==> config.mk <==
export PLATFORM = sky130hd
export DESIGN_NAME = buffer_reader
export DESIGN_NICKNAME = d
export VERILOG_FILES = /design/src/rtl/buffer_reader.sv
export SDC_FILE = /design/constraint.sdc
export NUM_CORES = 1
export LEC_CHECK = 0
export ABC_AREA = 0
export CORE_MARGIN = 2
export CORE_UTILIZATION = 44
export CTS_BUF_LIST = sky130_fd_sc_hd__clkbuf_4 sky130_fd_sc_hd__clkbuf_8
export DETAILED_ROUTE_END_ITERATION = 16
export PLACE_DENSITY = 0.76
export SLEW_MARGIN = 30
export SYNTH_ARGS = -nofsm -noshare
export SYNTH_HDL_FRONTEND = slang
export SYNTH_SLANG_ARGS = --single-unit
==> constraint.sdc <==
create_clock -name clk_i -period 1.6 [get_ports clk_i]
set_input_delay 0.32 -clock clk_i [delete_from_list [all_inputs] [get_ports clk_i]]
set_output_delay 0.32 -clock clk_i [all_outputs]
set_load 0.01 [all_outputs]
==> src/rtl/buffer_reader.sv <==
// Read-side streamer for the synchronous dual-port buffer: issues sequential reads and
// hides the one-cycle read latency behind a 4-entry output FIFO with credit-based issue.
module buffer_reader #(
  parameter int G_BUF_ADDR_WIDTH = 10,
  parameter int G_BUF_DATA_WIDTH = 8
) (
  input  logic                        clk_i,
  input  logic                        rst_ni,
  input  logic                        start_i,
  input  logic [G_BUF_ADDR_WIDTH-1:0] base_addr_i,
  input  logic [G_BUF_ADDR_WIDTH:0]   len_i,
  output logic                        busy_o,
  output logic                        done_o,
  output logic [G_BUF_ADDR_WIDTH-1:0] rd_addr_o,
  input  logic [G_BUF_DATA_WIDTH-1:0] buf_data_i,
  output logic                        m_valid_o,
  input  logic                        m_ready_i,
  output logic [G_BUF_DATA_WIDTH-1:0] m_data_o,
  output logic                        m_last_o
);

  localparam int AW = G_BUF_ADDR_WIDTH;
  localparam int DW = G_BUF_DATA_WIDTH;

  localparam logic [1:0] ST_IDLE  = 2'd0;
  localparam logic [1:0] ST_READ  = 2'd1;
  localparam logic [1:0] ST_DRAIN = 2'd2;

  localparam logic [AW-1:0] ADDR_ONE = {{(AW-1){1'b0}}, 1'b1};
  localparam logic [AW:0]   LEN_ONE  = {{AW{1'b0}}, 1'b1};
  localparam logic [AW:0]   LEN_ZERO = {(AW+1){1'b0}};

  logic [1:0]    state_r;
  logic [1:0]    state_nxt_s;
  logic [AW-1:0] addr_r;
  logic [AW:0]   remain_r;
  logic          infl_valid_r;
  logic          infl_last_r;
  logic [DW-1:0] fifo_data_r [0:3];
  logic          fifo_last_r [0:3];
  logic [1:0]    wr_ptr_r;
  logic [1:0]    rd_ptr_r;
  logic [2:0]    count_r;
  logic          done_r;

  logic accept_s;
  logic zero_s;
  logic credit_s;
  logic issue_s;
  logic last_issue_s;
  logic push_s;
  logic pop_s;
  logic finish_s;

  // Command decode, credit check and stream handshake
  always_comb begin
    accept_s     = (state_r == ST_IDLE) && start_i && (len_i != LEN_ZERO);
    zero_s       = (state_r == ST_IDLE) && start_i && (len_i == LEN_ZERO);
    // Words already in the FIFO plus the one in flight must leave room for one more
    credit_s     = ({1'b0, count_r} + {3'b000, infl_valid_r}) < 4'd4;
    issue_s      = (state_r == ST_READ) && credit_s;
    last_issue_s = issue_s && (remain_r == LEN_ONE);
    push_s       = infl_valid_r;
    pop_s        = (count_r != 3'd0) && m_ready_i;
    finish_s     = pop_s && fifo_last_r[rd_ptr_r];
  end

  // Next-state selection
  always_comb begin
    state_nxt_s = state_r;
    case (state_r)
      ST_IDLE: begin
        if (accept_s) state_nxt_s = ST_READ;
        else          state_nxt_s = ST_IDLE;
      end
      ST_READ: begin
        if (last_issue_s) state_nxt_s = ST_DRAIN;
        else              state_nxt_s = ST_READ;
      end
      ST_DRAIN: begin
        if (finish_s) state_nxt_s = ST_IDLE;
        else          state_nxt_s = ST_DRAIN;
      end
      default: state_nxt_s = ST_IDLE;
    endcase
  end

  // Control state, read address, remaining count, in-flight tracker and done pulse
  always_ff @(posedge clk_i or negedge rst_ni) begin
    if (!rst_ni) begin
      state_r      <= ST_IDLE;
      addr_r       <= {AW{1'b0}};
      remain_r     <= LEN_ZERO;
      infl_valid_r <= 1'b0;
      infl_last_r  <= 1'b0;
      done_r       <= 1'b0;
    end else begin
      state_r      <= state_nxt_s;
      infl_valid_r <= issue_s;
      infl_last_r  <= last_issue_s;
      done_r       <= zero_s || finish_s;
      if (accept_s) begin
        addr_r   <= base_addr_i;
        remain_r <= len_i;
      end else if (issue_s) begin
        addr_r   <= addr_r + ADDR_ONE;
        remain_r <= remain_r - LEN_ONE;
      end else begin
        addr_r   <= addr_r;
        remain_r <= remain_r;
      end
    end
  end

  // Output FIFO storage and pointers
  always_ff @(posedge clk_i or negedge rst_ni) begin
    if (!rst_ni) begin
      for (int i = 0; i < 4; i++) begin
        fifo_data_r[i] <= {DW{1'b0}};
        fifo_last_r[i] <= 1'b0;
      end
      wr_ptr_r <= 2'd0;
      rd_ptr_r <= 2'd0;
      count_r  <= 3'd0;
    end else begin
      if (push_s) begin
        fifo_data_r[wr_ptr_r] <= buf_data_i;
        fifo_last_r[wr_ptr_r] <= infl_last_r;
        wr_ptr_r              <= wr_ptr_r + 2'd1;
      end else begin
        wr_ptr_r <= wr_ptr_r;
      end
      if (pop_s) rd_ptr_r <= rd_ptr_r + 2'd1;
      else       rd_ptr_r <= rd_ptr_r;
      case ({push_s, pop_s})
        2'b10:   count_r <= count_r + 3'd1;
        2'b01:   count_r <= count_r - 3'd1;
        default: count_r <= count_r;
      endcase
    end
  end

  assign busy_o    = (state_r != ST_IDLE);
  assign done_o    = done_r;
  assign rd_addr_o = addr_r;
  assign m_valid_o = (count_r != 3'd0);
  assign m_data_o  = fifo_data_r[rd_ptr_r];
  assign m_last_o  = (count_r != 3'd0) && fifo_last_r[rd_ptr_r];

endmodule

Yosys cells after proc, flatten, opt, wreduce, memory -nomap -nowiden
Index checks and enable logic that the tools add are counted.

word-level totals
  flip-flop bits (word level) = 69
  logic and storage cells = 73

cells by class
  reductions and logical operators = 17
  equality and inequality tests = 5
  order comparisons = 4
  bitwise logic cells = 2
  multiplexer cells = 21
  add/subtract/negate cells = 7

operators by type and width
  operator                                                                number
  32-bit bitwise mux                                                      1
  8-bit 2-to-1 mux                                                        3
  11-bit 2-to-1 mux                                                       2
  10-bit 2-to-1 mux                                                       2
  8-bit binary-select mux with 2-bit select                               1
  8-bit demux with 2-bit select                                           1
  11-bit by 1-bit equality test with 1-bit output, second input constant  1
  11-bit logical NOT                                                      1
  11-bit nonzero test                                                     1
  11-bit by 1-bit subtractor with 11-bit output, second input constant    1
  10-bit by 1-bit adder with 10-bit output, second input constant         1
  1-bit logical AND                                                       9
  3-bit greater-or-equal comparator, second input constant                2
  2-bit NOT with 3-bit output                                             2
  2-bit one-hot mux with 3 select lines                                   1
  3-bit one-hot mux with 2 select lines                                   1
  2-bit nonzero test                                                      3
  2-bit by 1-bit adder with 2-bit output, second input constant           2
  3-bit by 1-bit adder with 4-bit output                                  1
  4-bit bitwise mux                                                       1
  2-bit by 1-bit equality test with 1-bit output, second input constant   2
  2-bit equality test, second input constant                              2
  4-bit by 3-bit < comparator with 1-bit output, second input constant    1
  1-bit 2-to-1 mux                                                        4
  other kinds (9)                                                         10

Depth between registers and ports, before layout
  depth after elaboration = 7
  depth in mapped cells = 8
  gate-level depth less buffers = 7

Worst setup path after synthesis
OpenSTA, ideal clock, no wires.

  kind = input-to-reg
  start point = in len_i[3]
  end point = reg addr_r[0], in the netlist rd_addr_o[0]
  arrival time = 1573 ps
  path buffers = 0
  stages = 4
  setup slack = -96 ps
  library setup time = 123 ps
  path through = or4_4 -> o31ai_4 -> nand2_4 -> o221a_1

on the way
  word-level cells in the longest chain between the ends = 3

ends and longest elaborated chain
  element                                                  RTL line  source
  from (decl)                                              11        input logic [G_BUF_ADDR_WIDTH:0] len_i,
  11-bit nonzero test *                                    57        accept_s = (state_r == ST_IDLE) && start_i && (len_i != LEN_ZERO);
  1-bit logical AND *                                      57
  10-bit 2-to-1 mux or 2-bit nonzero test (tied branches)  --
  to (signal assigned)                                     103       addr_r <= base_addr_i;
  to (signal assigned)                                     106       addr_r <= addr_r + ADDR_ONE;
  to (signal assigned)                                     109       addr_r <= addr_r;
  to (decl)                                                35        logic [AW-1:0] addr_r;

Mark *: on every way between the ends. The rest lies on a longest branch, timed or not.
A chain may end at the register's enable or synchronous reset.

Worst setup path after layout
  start point = reg rd_ptr_r[0]
  end point = out m_last_o

on the way
  word-level cells in the longest chain between the ends = 5

ends and longest elaborated chain
  element                                               RTL line  source
  from (decl)                                           42        logic [1:0] rd_ptr_r;
  from (signal assigned)                                133       if (pop_s) rd_ptr_r <= rd_ptr_r + 2'd1;
  from (signal assigned)                                134       else rd_ptr_r <= rd_ptr_r;
  2-bit NOT with 3-bit output (implied by the code)     148       assign m_last_o = (count_r != 3'd0) && fifo_last_r[rd_ptr_r];
  1-bit binary-select mux with 2-bit select             148
  1-bit 2-to-1 mux (implied by the code) (2 in series)  148
  1-bit logical AND                                     148
  to (decl)                                             19        output logic m_last_o

Every way passes these cells. The select of a mux whose other input is x is not followed.

==> run metrics <==
outcome finished, violations left; violated checks negative setup slack; Root Buffer clkbuf_8; P&R area growth vs syn 50.1%; total wire length 8960 um; DP HPWL 5320 um; critical path arrival 1620 ps; CTS Buffer Depth 2; DR WL/cell 17.2 um; met2 wire length 4560 um; maximum fanout along the worst path 2; die area 8460 sq um; Syn Inst Count 273; leading area contributor after synthesis dfrtp_1; H-tree depth 3; number of buffers created by CTS 9; starting density of the core 44.8%; warnings from Yosys 0; layout cells sized above 1 49.3%; Max Freq 517 MHz; first-pass GRT wire length 12,900 um; DIE WIDTH 92.0 um; First-pass DRT Iterations 4; max_slew headroom 75.1%; antenna-violating nets left 0; ys async rst share 100%; io pins 55; via count 2,799; met3 wire len 479 um; syn avg cell area 12.5 sq um; total track usage 19.8%; cell count after placement 471; Post-Syn Nets 315; Netlist Area Pre-Place 3400 sq um; CTS tree built; crit path time final 1940 ps; ratio of total power to cell area 1850 nW/um^2; Seq/Total Area, Yosys 50.7%; vias in the first global route 2,743; max-slew violations 0; GRT overflow 0; CTS sink count 69; Fin Clk Skew 10.0 ps; # setup viols final 24; I/O Buffers 54; Vias/cell 5.38; Synth top area share 50.7%; final setup margin -335 ps; initial drt markers 140; Core Area 7610 sq um; critical path required time 1280 ps; Worst setup EP type output pin; EDFF count, synth 0; Final Hold Vio Count 0; largest net degree at the start of global routing 70; Distinct cells, synth 46; Worst VDD drop 0.822 mV; Metal-1 WL 3680 um; top_reg_cell synth dfrtp_1; initial antenna violation count 0; Post-Place Setup Slack -608 ps; startpoint types flop; max-cap violations 0; row count 32; top area cells in the synthesized netlist dfrtp_1 (51%), mux2_2 (12%), mux4_2 (6.0%), xor2_1 (3.3%), ha_1 (2.9%); clock latency on the worst-skew pair 350 ps; GP Congestion 0.844; top sig layer met4; antenna cells 0; Synth Register Bits 69; fin nets 455; Die Y 92.0 um; RSZ-0062 raised after global routing true; Static Leak 0.00222 uW; Clock transition at path regs 70 ps; worst slew pin tran 373 ps; non-filler cells, final 520; Final period util 121%; kind of critical path flop to output pin; DRC 0; worst hold path type input pin to flop
==> worst max-delay path, cell delays in order (launching register included) <==
cell	delay [ps]
dfrtp_1	370
buf_6	120
mux4_2	510
and2_4	160
buf_6	110
==> metal layers <==
metal / global-route usage (%) / up-vias
met5: 0 / -
met4: 9.83 / 0
met3: 3.20 / 20
met2: 32.1 / 99
met1: 26.0 / 1383
li1: - / 1297
==> registers in the layout (all words and copies together), names as in the netlist <==
register and flops:
fifo_last_r 4, fifo_data_r 32, infl_last_r 1, infl_valid_r 1, done_o 1, count_r 3, state_r 2, rd_ptr_r 2
rd_addr_o 10, wr_ptr_r 2, remain_r 11
==> cells by family (layout without fill, tap and decap cells) <==
group                    count (synthesis)  in the layout  share of synthesized area (%)
buffers and inverters                   20            164                           2.54
AND/OR/NAND/NOR                         76             76                           13.0
flip-flops                              69             69                           50.7
adder cells (fa/ha/maj)                  9              9                           3.53
AO/OA/AOI/OAI                           37             38                           7.94
multiplexers                            46             46                           18.2
XOR/XNOR                                16             16                           4.12
==> Yosys cell counts (all sizes together), types with 2 or more instances <==
cell     n
xor2    13
a31oi    2
mux4     9
and4bb   2
ha       8
and3     2
o31a     2
nand3    6
mux2    36
buf      4
or4      3
a22oi    4
nor3     4
clkbuf   4
nor3b    2
o21ai   16
or3      4
and2     3
nor2     7
nand3b   2
o221ai   2
xnor2    3
nand2b   2
inv     12
nand4    9
dfrtp   69
o41ai    3
nand2   28
nor4     2
==> through the flow <==
step	hold WS [ps]	cell area, sq um	setup TNS (ps)	power, uW	utilization, %
6_report	225	5110	-3330	9460	67.2
5_1_grt	253	5110	-5110	10000	67.2
4_1_cts	325	4800	-3160	8790	63.1
3_5_place_dp	372	4440	-15390	7390	58.4
3_3_place_gp	370	4440	-14420	7250	58.4
2_1_floorplan	24.4	3410	-491	5420	-
==> worst paths after layout <==
kind | start | end | slack (ps) | cells after the start
worst min register to register | fifo_data_r[11]$_DFFE_PN0P_ | fifo_data_r[11]$_DFFE_PN0P_ | 510 | 1
min in group asynchronous | rst_ni | fifo_data_r[25]$_DFFE_PN0P_ | 510 | 3
max in group asynchronous | rst_ni | remain_r[0]$_DFFE_PN0P_ | 780 | 3
worst max register to register | count_r[1]$_DFFE_PN0P_ | count_r[2]$_DFFE_PN0P_ | -120 | 8
worst min-delay path | len_i[1] | remain_r[1]$_DFFE_PN0P_ | 230 | 3
worst max-delay path | rd_ptr_r[0]$_DFFE_PN0P_ | m_last_o | -340 | 4
==> cells in the final DEF, fill, tap and decap left out, types with 6 or more instances in the layout <==
cell type | synthesis | routed
buf_4 | 0 | 59
nand2_1 | 26 | 18
dfrtp_1 | 69 | 64
mux4_2 | 9 | 9
ha_1 | 8 | 7
o21ai_1 | 6 | 7
inv_1 | 11 | 9
mux2_2 | 36 | 36
buf_6 | 1 | 24
nand4_1 | 9 | 9
nand2_2 | 1 | 8
o21ai_2 | 0 | 6
dlygate4sd2_1 | 0 | 15
clkdlybuf4s50_1 | 0 | 21
clkbuf_8 | 0 | 11
xor2_1 | 13 | 13
==> what timing repair did <==
action | CTS | global route
hold buffers | 1 | 0
resized for setup | 93 | 58
buffers inserted | 14 | 18
pin swaps | 12 | 36
hold endpoints to repair | 42 | 0
gates cloned | 2 | 0
endpoints found under the setup margin | 45 | 35
==> report_power, final <==
group / total (uW) / switching (uW) / internal (uW) / leakage, uW
registers: 3180 / 626 / 2550 / 0.000812
clock network: 1360 / 675 / 680 / 0.0000925
logic: 4930 / 2120 / 2810 / 0.00132
==> final cells by class <==
type	count	area, sq um
Inverter	12	50.0
Fill cell	541	2500
Clock inverter	3	20.0
Tap cell	102	128
Sequential cell	69	1730
Multi-Input combinational cell	185	1780
Timing Repair Buffer	136	1230
Clock buffer	13	166
Power figures use the tool's default switching activity.
